==> config.mk <==
export PLATFORM = sky130hd
export DESIGN_NAME = moo_blk_seq
export DESIGN_NICKNAME = d
export VERILOG_FILES = /design/src/rtl/moo_blk_seq.sv
export SDC_FILE = /design/constraint.sdc
export NUM_CORES = 1
export LEC_CHECK = 0
export BUFFER_PORTS_ARGS = -buffer_cell sky130_fd_sc_hd__buf_2
export CAP_MARGIN = 0
export CORE_MARGIN = 5
export CORE_UTILIZATION = 40
export CTS_BUF_LIST = sky130_fd_sc_hd__clkbuf_8 sky130_fd_sc_hd__clkbuf_16
export CTS_CLUSTER_DIAMETER = 40
export DETAILED_ROUTE_END_ITERATION = 10
export GPL_TIMING_DRIVEN = 0
export PLACE_DENSITY = 0.69
export RECOVER_POWER = 25
export SLEW_MARGIN = 20
export SYNTH_ARGS = -nofsm -noshare
export SYNTH_HDL_FRONTEND = slang
export SYNTH_SLANG_ARGS = --single-unit
==> constraint.sdc <==
create_clock -name clk -period 3.8 [get_ports clk]
set_input_delay 0 -clock clk [delete_from_list [all_inputs] [get_ports clk]]
set_output_delay 0 -clock clk [all_outputs]
set_load 0.03 [all_outputs]
==> src/rtl/moo_blk_seq.sv <==
// moo_blk_seq
// Block sequencer for the mode-of-operation core. Loads the message length
// into the size buffer, then processes the message one block at a time:
// pop an input block, start the cipher engine, wait for its completion,
// write the output block and consume one block from the size buffer.
// Signals completion once the remaining size reaches zero.
//
// Ports:
//   clk, rst_n           clock, asynchronous active-low reset
//   clr_core             synchronous abort, highest priority
//   start                one-cycle request to process a message
//   busy                 FSM is not idle
//   done                 one-cycle pulse on normal completion
//   remain_up            load size buffer with the message size
//   remain_nxt           consume one block in the size buffer
//   remain_size          remaining bytes from the size buffer
//   msg_lst / msg_done   remain_size < 17 / remain_size == 0
//   din_vld / din_rd     input FIFO block available / pop
//   core_start/core_done cipher engine handshake
//   dout_rdy / dout_wr   output buffer ready / write
//   blk_bytes, blk_mask  valid bytes and byte mask of the current block
//   blk_cnt              blocks completed since the last start
module moo_blk_seq #(
    parameter int BLK_BYTES = 16,
    parameter int CNT_W     = 16
) (
    input  logic             clk,
    input  logic             rst_n,
    input  logic             clr_core,
    input  logic             start,
    output logic             busy,
    output logic             done,
    output logic             remain_up,
    output logic             remain_nxt,
    input  logic [31:0]      remain_size,
    input  logic             msg_lst,
    input  logic             msg_done,
    input  logic             din_vld,
    output logic             din_rd,
    output logic             core_start,
    input  logic             core_done,
    input  logic             dout_rdy,
    output logic             dout_wr,
    output logic [4:0]       blk_bytes,
    output logic [15:0]      blk_mask,
    output logic [CNT_W-1:0] blk_cnt
);

    typedef enum logic [2:0] {
        S_IDLE,
        S_LOAD,
        S_CHK,
        S_WAIT_IN,
        S_RUN,
        S_WAIT_OUT,
        S_FIN
    } state_t;

    state_t            state_q;
    logic [4:0]        bytes_q;
    logic [4:0]        bytes_d;
    logic [15:0]       mask_q;
    logic [15:0]       mask_d;
    logic [CNT_W-1:0]  cnt_q;
    logic              rd_fire;
    logic              wr_fire;

    // Only the low five bits carry the tail length of the last block.
    logic              unused_size_hi;
    assign unused_size_hi = ^remain_size[31:5];

    // Handshake pulses are Mealy so that a block is taken in the same
    // cycle its valid/ready is seen; clr_core suppresses every pulse.
    assign rd_fire    = (state_q == S_WAIT_IN)  && din_vld  && !clr_core;
    assign wr_fire    = (state_q == S_WAIT_OUT) && dout_rdy && !clr_core;
    assign din_rd     = rd_fire;
    assign core_start = rd_fire;
    assign dout_wr    = wr_fire;
    assign remain_nxt = wr_fire;
    assign remain_up  = (state_q == S_LOAD) && !clr_core;
    assign done       = (state_q == S_FIN)  && !clr_core;
    assign busy       = (state_q != S_IDLE);

    assign blk_bytes  = bytes_q;
    assign blk_mask   = mask_q;
    assign blk_cnt    = cnt_q;

    always_comb begin
        bytes_d = msg_lst ? remain_size[4:0] : 5'(BLK_BYTES);
        mask_d  = '0;
        for (int unsigned i = 0; i < 16; i++) begin
            mask_d[i] = (i < 32'(bytes_d));
        end
    end

    always_ff @(posedge clk or negedge rst_n) begin
        if (!rst_n) begin
            state_q <= S_IDLE;
            bytes_q <= '0;
            mask_q  <= '0;
            cnt_q   <= '0;
        end else if (clr_core) begin
            state_q <= S_IDLE;
            cnt_q   <= '0;
        end else begin
            case (state_q)
                S_IDLE: begin
                    if (start) begin
                        state_q <= S_LOAD;
                        cnt_q   <= '0;
                    end
                end
                S_LOAD: state_q <= S_CHK;
                S_CHK: begin
                    // Size buffer has absorbed the previous load/consume here.
                    state_q <= msg_done ? S_FIN : S_WAIT_IN;
                end
                S_WAIT_IN: begin
                    if (din_vld) begin
                        bytes_q <= bytes_d;
                        mask_q  <= mask_d;
                        state_q <= S_RUN;
                    end
                end
                S_RUN: begin
                    if (core_done) state_q <= S_WAIT_OUT;
                end
                S_WAIT_OUT: begin
                    if (dout_rdy) begin
                        cnt_q   <= cnt_q + CNT_W'(1);
                        state_q <= S_CHK;
                    end
                end
                S_FIN:   state_q <= S_IDLE;
                default: state_q <= S_IDLE;
            endcase
        end
    end

endmodule

# ---- Yosys cells after proc, flatten, opt, wreduce, memory -nomap -nowiden
# Index checks and enable logic that the tools add are counted.
# W data, S select, Z words.
dict set report op_classes {
  mux 12
  n_lt_le_gt_ge 16
  eq_ne 10
  n_reduce_logical 13
  bitwise 1
  n_addsub 1
}
# cell n
set op_table {}
lappend op_table {{$mux W16} 3}
lappend op_table {{$lt A4 B5 Y1 const A} 8}
lappend op_table {{$pmux W16 S2} 1}
lappend op_table {{$lt A3 B5 Y1 const A} 4}
lappend op_table {{$mux W3} 6}
lappend op_table {{$pmux W3 S6} 1}
lappend op_table {{$add A16 B1 Y16 const B} 1}
lappend op_table {{$ne A3 B3 Y1 const B} 4}
lappend op_table {{$lt A1 B5 Y1 const A} 2}
lappend op_table {{$lt A2 B5 Y1 const A} 2}
lappend op_table {{$eq A3 B3 Y1 const B} 3}
lappend op_table {{$eq A3 B2 Y1 const B} 2}
lappend op_table {{$logic_and A1 B1 Y1} 6}
lappend op_table {{$reduce_and A3 Y1} 2}
lappend op_table {{$reduce_bool A3 Y1} 2}
lappend op_table {{$mux W5} 1}
lappend op_table {{$reduce_and A4 Y1} 1}
lappend op_table {{$eq A3 B1 Y1 const B} 1}
lappend op_table {{$logic_not A3 Y1} 1}
lappend op_table {{$logic_not A1 Y1} 1}
lappend op_table {{$not A1 Y1} 1}
dict set report totals {
  ff_bits 40
  output_inout_bits 44
  input_bits 41
  wordCells 57
}

# ---- Depth between registers and ports, before layout
# Gate-level depths: netlist of the first run.
dict set report logic_depth {
  ltp_word 4
  depth_mapped 6
  ltp_nobuf 5
}

# ---- Worst setup path before layout of the first run
# No wires, ideal clock.
dict set report synth_path {
  kind {flip-flop to flip-flop}
  start {reg state_q[1]}
  end {reg cnt_q[11] (netlist: blk_cnt[11])}
  synth_period_minus_slack_ns 1.726
  arrival_time_ns 1.595
  stages_incl_launch_ff 6
  path_buffers 1
  path_slack_ns 2.074
  t_required_ns 3.670
  setup_time_ns 0.130
  path_cell_list {dfrtp_1 > or4b_1 > buf_6 > a2111oi_2 > xnor2_1 > nor2_2}
}
dict set report synth_between {
  elab_chain_cells 3
  word_cells_on_any_way 8
  cone_classes {eq/ne (3); mux (2); reduce/logical (3)}
}
# element line_no
set synth_rtl {}
lappend synth_rtl {{from (decl)} 59} ;# state_t state_q;
lappend synth_rtl {{from (signal assigned)} 116} ;# state_q <= msg_done ? S_FIN : S_WAIT_IN;
lappend synth_rtl {{$eq A3 B3 Y1 / $logic_not A3 Y1 (equally long branches)} 106} ;# case (state_q)
lappend synth_rtl {{$ne A3 B3 Y1 (no source line), or another cell as far along} n/a}
lappend synth_rtl {{$reduce_and A3 Y1 (no source line) / $mux W16 (equally long branches)} n/a}
lappend synth_rtl {{to (signal assigned)} 130} ;# cnt_q <= cnt_q + CNT_W'(1);
lappend synth_rtl {{to (decl)} 64} ;# logic [CNT_W-1:0] cnt_q;
# Parallel ways exist; a longest one is shown, timed or not.
# A chain may end at the register's enable or synchronous reset.

# ---- Final worst setup path of the first run
dict set report layout_path {
  start {reg state_q[0]}
  end {out din_rd}
}
dict set report layout_between {
  elab_chain_cells 3
}
# element line_no
set layout_rtl {}
lappend layout_rtl {{$eq A3 B2 Y1} 74} ;# assign rd_fire = (state_q == S_WAIT_IN) && din_vld && !clr_core;
lappend layout_rtl {{$logic_and A1 B1 Y1 (2 in series)} 74}
lappend layout_rtl {{to (decl)} 39} ;# output logic din_rd,
# Every way passes these cells.

==> impl_metrics.toml, run 1 <==
[worst_setup_path]
critPathLaunch = "state_q[0]$_DFFE_PN0P_"
r2r_end = "blk_cnt[8]$_DFFE_PN0P_"
r2r_start = "state_q[1]$_DFFE_PN0P_"
crit_type = "reg2out"
crit_buf_inv = 5
critPathSlowestCell = "dfrtp_1"
reg2reg_slack_ns = 1.93
cp.arrival_ns = 2.13
critical_path.cell_chain = "nor3b_1 -> nand3_1 -> clkbuf_1 -> buf_1 -> inv_1 -> buf_4 -> buf_2"
crit_path_start_kind = "flip-flop"
rr_worst_depth = 5
max_stage_delay_ns = 0.42
cp-end-kind = "primary output"
cp_max_fo = 10
required_ns = 3.80
path_delay_family = "buffers and inverters"

[power]
p_leak_nw = 1.10
combPwrFrac_pct = 35.6
power.switching_mw = 0.533
seq_power_share_pct = 43.7
clockPowerShare_pct = 20.8
swShare_pct = 41.6
ir_drop_uv = 322
power_density_nw_per_um2 = 520
power.internal_mw = 0.748
p_total_mw = 1.28

[yosys]
synth_cell_type_count = 40
synth_ff_type = "dfrtp_1"
yosys.area_share.simple_pct = 22.1
syn-cell-area_um2 = 2030
syn_inst = 217
ys_ff_latch = 39
async_flop_share_pct = 100
synthXorXnorAreaFrac_pct = 3.88
synthesis.nets = 259
synth_area_per_cell_um2 = 9.35
synthAdderAreaFrac_pct = 0.617
synth_compound_area_share_pct = 19.5
ys_seq_area_share_pct = 48.1
synth-edff-count = 0
synthMuxAreaShare_pct = 1.60
ys_warn_count = 0
synth_top_family_by_area = "simple AND/OR/NAND/NOR gates"

[die]
num_rows = 26
start_util_pct = 40.5
dieArea_um2 = 6600
die_h_um = 81.2
io_pins = 85
die_w_um = 81.2
core_um2 = 5010

[timing]
final_max_slew_viol_count = 0
rsz0062_at_grt = "no"
fmax_mhz = 469
relSlewSlack_pct = 42.2
setup_tns_ns = 0
final.min_clock_period_ns = 2.13
hold_ws_ns = 0.0191
finalSetupViolations = 0
skew_ns = 0.00502
fin_crit_sh_pct = 56.1
hold_viol = 0
tightestPinTransition_ns = 0.867

[cells_and_area]
drive_above_1_share_pct = 17.3
final-instance-count-excl-fill = 354
diodes = 0
area_delta_synth_final_pct = 21.5
final_util_pct = 49.2
fillers = 513
nNetsFinal = 325

[clocking]
clk_path_buf_depth = 2
htreeDepth = 2
cts_tree = "yes"
cts_setup_buffers = 0
clkSinkCount = 39
cts_inserted_buffers = 5
path_clk_slew_ns = 0.08
clk_latency_ns = 0.29
cts_root_buf = "clkbuf_8"
cts_resized = 0

[global_routing]
grt_usage_pct = 16.1
grt_max_degree = 40
gr-total-overflow = 0
antenna_found_initial = 0
grt_pass1_wl_mm = 8.37
grt_pass1_vias = 1741

[min_path]
min_to = "blk_bytes[0]$_DFFE_PN0P_"
hold_class = "in2reg"
min-delay-start = "msg_lst"
hold_depth = 3

[run]
drv_cap = 0

[drt]
viasPerCell = 5.22
met2_wirelength_mm = 2.46
wirelength_mm = 4.91
dr.pass1.iters = 4
top_layer_used = "met4"
drc = 0
drt-wirelength-per-cell_um = 13.9
route.met3.wl_um = 313
vias = 1847
drtAntennaViolNets = 0
drtIter0Drc = 106
wl_met1_mm = 2.08

[place]
routabilityCongestion = 0.865
port_buffers = 57
post-dp-hpwl_mm = 3.51
dp_cells = 344

[status]
outcome = "complete, no violations"
## synthesized netlist by cell type, types with 2 or more instances
cell / instances / area [µm²]
clkbuf_1: 10 / 37.5
or2_2: 3 / 18.8
dfrtp_1: 39 / 976
nor2_1: 13 / 48.8
or3_1: 3 / 18.8
a41oi_1: 2 / 17.5
nand3_1: 7 / 35.0
nand4_1: 4 / 25.0
nor4b_1: 2 / 17.5
buf_1: 2 / 7.51
a21oi_1: 14 / 70.1
nor4bb_1: 3 / 30.0
a31oi_1: 8 / 50.1
o21ai_0: 20 / 100
nand2_1: 32 / 120
nor3_1: 2 / 10.0
a21o_1: 5 / 37.5
mux2_2: 2 / 22.5
nor2_2: 3 / 18.8
inv_1: 2 / 7.51
buf_4: 3 / 22.5
a211o_1: 2 / 17.5
xnor2_1: 8 / 70.1
a211oi_1: 4 / 30.0
nand2b_1: 5 / 31.3
a2111oi_2: 3 / 45.0
nor2b_1: 2 / 12.5
nand4b_1: 2 / 17.5
## repair_timing
| action | 4_1_cts | 5_1_grt |
|---|---|---|
| hold endpoints to repair | 41 | 0 |
| hold buffers | 2 | 0 |
| setup endpoints to repair | 0 | 0 |
## through the flow
| stage | cell area [µm²] | setup WS [ns] |
|---|---|---|
| finish | 2470 | 1.67 |
| global route | 2470 | 1.45 |
| CTS | 2500 | 1.63 |
| detailed placement | 2400 | 1.96 |
| global placement | 2400 | 1.96 |
| floorplan | 2030 | 2.07 |
## final cells by class
| cell class | instances | area [µm²] | share of cell area, % |
|---|---|---|---|
| plain buffers | 16 | 78.8 | 3.20 |
| clock buffers | 5 | 68.8 | 2.79 |
| clock inverters | 3 | 12.5 | 0.507 |
| inverters | 2 | 7.51 | 0.304 |
| multi-input cells | 160 | 967 | 39.2 |
| flip-flops and latches | 39 | 976 | 39.6 |
| well taps | 70 | 87.6 | 3.55 |
| repair buffers | 59 | 268 | 10.9 |
## kinds of logic (layout without fill, tap and decap cells)
logic type               count (synthesis)  count (layout)
buffers and inverters                   18              85
flip-flops                              39              39
adder cells (fa/ha/maj)                  1               1
AND/OR/NAND/NOR                         86              86
AO/OA/AOI/OAI                           61              61
multiplexers                             3               3
XOR/XNOR                                 9               9
## placed cells by master (no fill, tap or decap), types with 4 or more instances in the layout
cell / n
clkbuf_1: 40
dfrtp_1: 39
nand2_1: 32
buf_2: 27
o21ai_0: 20
a21oi_1: 14
nor2_1: 13
a31oi_1: 8
xnor2_1: 8
nand3_1: 7
a21o_1: 5
nand2b_1: 5
clkbuf_8: 5
inv_1: 4
nand4_1: 4
a211oi_1: 4
## power by group through the flow
stage               clock network, mW  registers, mW  logic [mW]
detailed placement                  0          0.562       0.486
CTS                             0.277          0.557       0.487
global route                    0.290          0.573       0.501
floorplan                           0          0.732       0.158
finish                          0.266          0.560       0.456
global placement                    0          0.562       0.480
## state kept, by name (all words and copies together) (netlist names)
name	count
state_q	3
blk_cnt	16
blk_mask	15
blk_bytes	5
## tightest hold or removal path: stages
cell and delay, ns:
buf_2 0.12, nand2_1 0.08, o21ai_0 0.07
## worst max path at each step
stage | slack [ns] | endpoint | cells after the start
floorplan | 2.07 | blk_cnt[11]$_DFFE_PN0P_ | 5
global placement | 1.96 | din_rd | 7
detailed placement | 1.96 | din_rd | 7
CTS | 1.63 | din_rd | 7
global route | 1.45 | din_rd | 7
finish | 1.67 | din_rd | 7
## layer usage
metal	up-vias	GRT usage (%)
li1	908	-
met1	874	20.4
met2	58	26.8
met3	7	4.32
met4	0	4.90
met5	-	0
Power figures use the tool's default switching activity.
==> run 2: changes to the inputs <==
==> constraint.sdc (replaced) <==
create_clock -name clk -period 2.1 [get_ports clk]
set_input_delay 0 -clock clk [delete_from_list [all_inputs] [get_ports clk]]
set_output_delay 0 -clock clk [all_outputs]
set_load 0.03 [all_outputs]
==> run 2 against run 1 <==
  * Total power rose by 81%
  * Die area did not move
  * Register-to-register slack got worse by 1.7 ns
  * Sequential power rose by 80%
  * Routed wire length fell by 0.18%
  * Clock-buffer cell count did not move
  * Flip-flop and latch count did not move
  * Combinational power rose by 81%
  * Global-route usage barely moved
  * First-iteration DRC count rose by 0.94%
  * Worst setup slack got worse by 1.5 ns
  * Critical endpoint is now remain_nxt
  * Largest cell class unchanged
==> impl_metrics.toml, run 2 (synthesis gave the netlist of run 1 again) <==
[worst_setup_path]
crit_path_start_kind = "flip-flop"
max_stage_delay_ns = 0.43
cp-end-kind = "primary output"
cp_max_fo = 8
path_delay_family = "simple AND/OR/NAND/NOR gates"
critical_path.cell_chain = "nor4bb_1 -> nand2_1 -> inv_1 -> buf_4 -> buf_2"
critPathSlowestCell = "dfrtp_1"
crit_type = "reg2out"
cp.arrival_ns = 1.89
reg2reg_slack_ns = 0.24
required_ns = 2.10
crit_buf_inv = 3

[drt]
drc = 0
vias = 1832
drtIter0Drc = 107
drt-wirelength-per-cell_um = 13.8
wirelength_mm = 4.90
dr.pass1.iters = 4
viasPerCell = 5.18
drtAntennaViolNets = 0

[clocking]
htreeDepth = 2
path_clk_slew_ns = 0.07
cts_setup_buffers = 0
cts_root_buf = "clkbuf_8"
cts_tree = "yes"
cts_inserted_buffers = 5
clkSinkCount = 39
clk_latency_ns = 0.29
clk_path_buf_depth = 2

[die]
die_w_um = 81.2
start_util_pct = 40.5
dieArea_um2 = 6600
die_h_um = 81.2
io_pins = 85
num_rows = 26
core_um2 = 5010

[timing]
hold_ws_ns = 0.0196
skew_ns = 0.00340
setup_tns_ns = 0
final_max_slew_viol_count = 0
tightestPinTransition_ns = 0.870
final.min_clock_period_ns = 1.89
relSlewSlack_pct = 42.0
hold_viol = 0
fin_crit_sh_pct = 90.0
finalSetupViolations = 0
fmax_mhz = 529
rsz0062_at_grt = "no"

[cells_and_area]
diodes = 0
drive_above_1_share_pct = 18.3
largest_register_ffs = 16
final_cell_mix = "clkbuf_1, dfrtp_1, nand2_1"
nNetsFinal = 325
fillers = 516
area_delta_synth_final_pct = 21.9

[run]
drv_cap = 0

[global_routing]
antenna_found_initial = 0
grt_pass1_wl_mm = 8.40
grt_usage_pct = 16.2
grt_max_degree = 40
grt_pass1_vias = 1743
gr-total-overflow = 0

[place]
post-dp-hpwl_mm = 3.51
port_buffers = 57
routabilityCongestion = 0.865

[status]
outcome = "complete, no violations"

[power]
ir_drop_uv = 644
power_density_nw_per_um2 = 937
p_leak_nw = 1.10

[min_path]
hold_class = "in2reg"
run 2: worst reg2reg max path, stage by stage (launching register included):
cell,delay [ns]
dfrtp_1,0.43
or4b_1,0.58
buf_6,0.17
a2111oi_2,0.34
xnor2_1,0.18
nor2_2,0.05
run 2: layer usage:
layer | share of wire, % | vias up | global-route usage (%) | wire length [µm]
li1 | - | 907 | - | -
met1 | 43 | 865 | 20.4 | 2130
met2 | 50 | 51 | 27.0 | 2430
met3 | 5.5 | 9 | 4.32 | 272
met4 | 1.4 | 0 | 4.90 | 69
met5 | 0 | - | 0 | 0
run 2: repair_timing:
action,in CTS,in global routing
gates resized for setup,1,3
setup endpoints to repair,1,1
endpoints found under the hold margin,41,0
hold buffers,2,0
run 2: report_power, final:
| part | total, mW | internal [mW] | switching [mW] |
|---|---|---|---|
| clock | 0.480 | 0.223 | 0.257 |
| combinational | 0.827 | 0.217 | 0.610 |
| sequential | 1.01 | 0.914 | 0.0978 |
| total | 2.32 | 1.35 | 0.964 |
run 2: final timing paths:
| path | startpoint | to | cells after the start |
|---|---|---|---|
| max | state_q[2]$_DFFE_PN0P_ | remain_nxt | 5 |
| max in group asynchronous | rst_n | blk_mask[13]$_DFFE_PN0P_ | 2 |
| min | msg_lst | blk_bytes[0]$_DFFE_PN0P_ | 3 |
| max reg2reg | state_q[1]$_DFFE_PN0P_ | blk_cnt[7]$_DFFE_PN0P_ | 5 |
| min in group asynchronous | rst_n | blk_cnt[13]$_DFFE_PN0P_ | 2 |
| min reg2reg | blk_mask[12]$_DFFE_PN0P_ | blk_mask[12]$_DFFE_PN0P_ | 2 |
run 2: cell type report:
| class | count | area [µm²] | share of cell area [%] |
|---|---|---|---|
| sequential | 39 | 976 | 39.5 |
| inverter | 2 | 7.51 | 0.303 |
| multi-input combinational | 160 | 972 | 39.3 |
| tap | 70 | 87.6 | 3.54 |
| clock buffer | 5 | 68.8 | 2.78 |
| timing repair buffer | 59 | 268 | 10.8 |
| buffer | 16 | 81.3 | 3.29 |
| clock inverter | 3 | 12.5 | 0.506 |
run 2: per-stage QoR:
stage	power (mW)	instance area [µm²]	util [%]	worst slack (ns)	std cells
floorplan	1.61	2030	-	0.374	217
global placement	1.88	2400	48.0	0.260	344
detailed placement	1.90	2400	48.0	0.256	344
CTS	2.39	2500	50.0	0.0875	354
global route	2.47	2470	49.4	0.0365	354
finish	2.32	2470	49.4	0.211	354
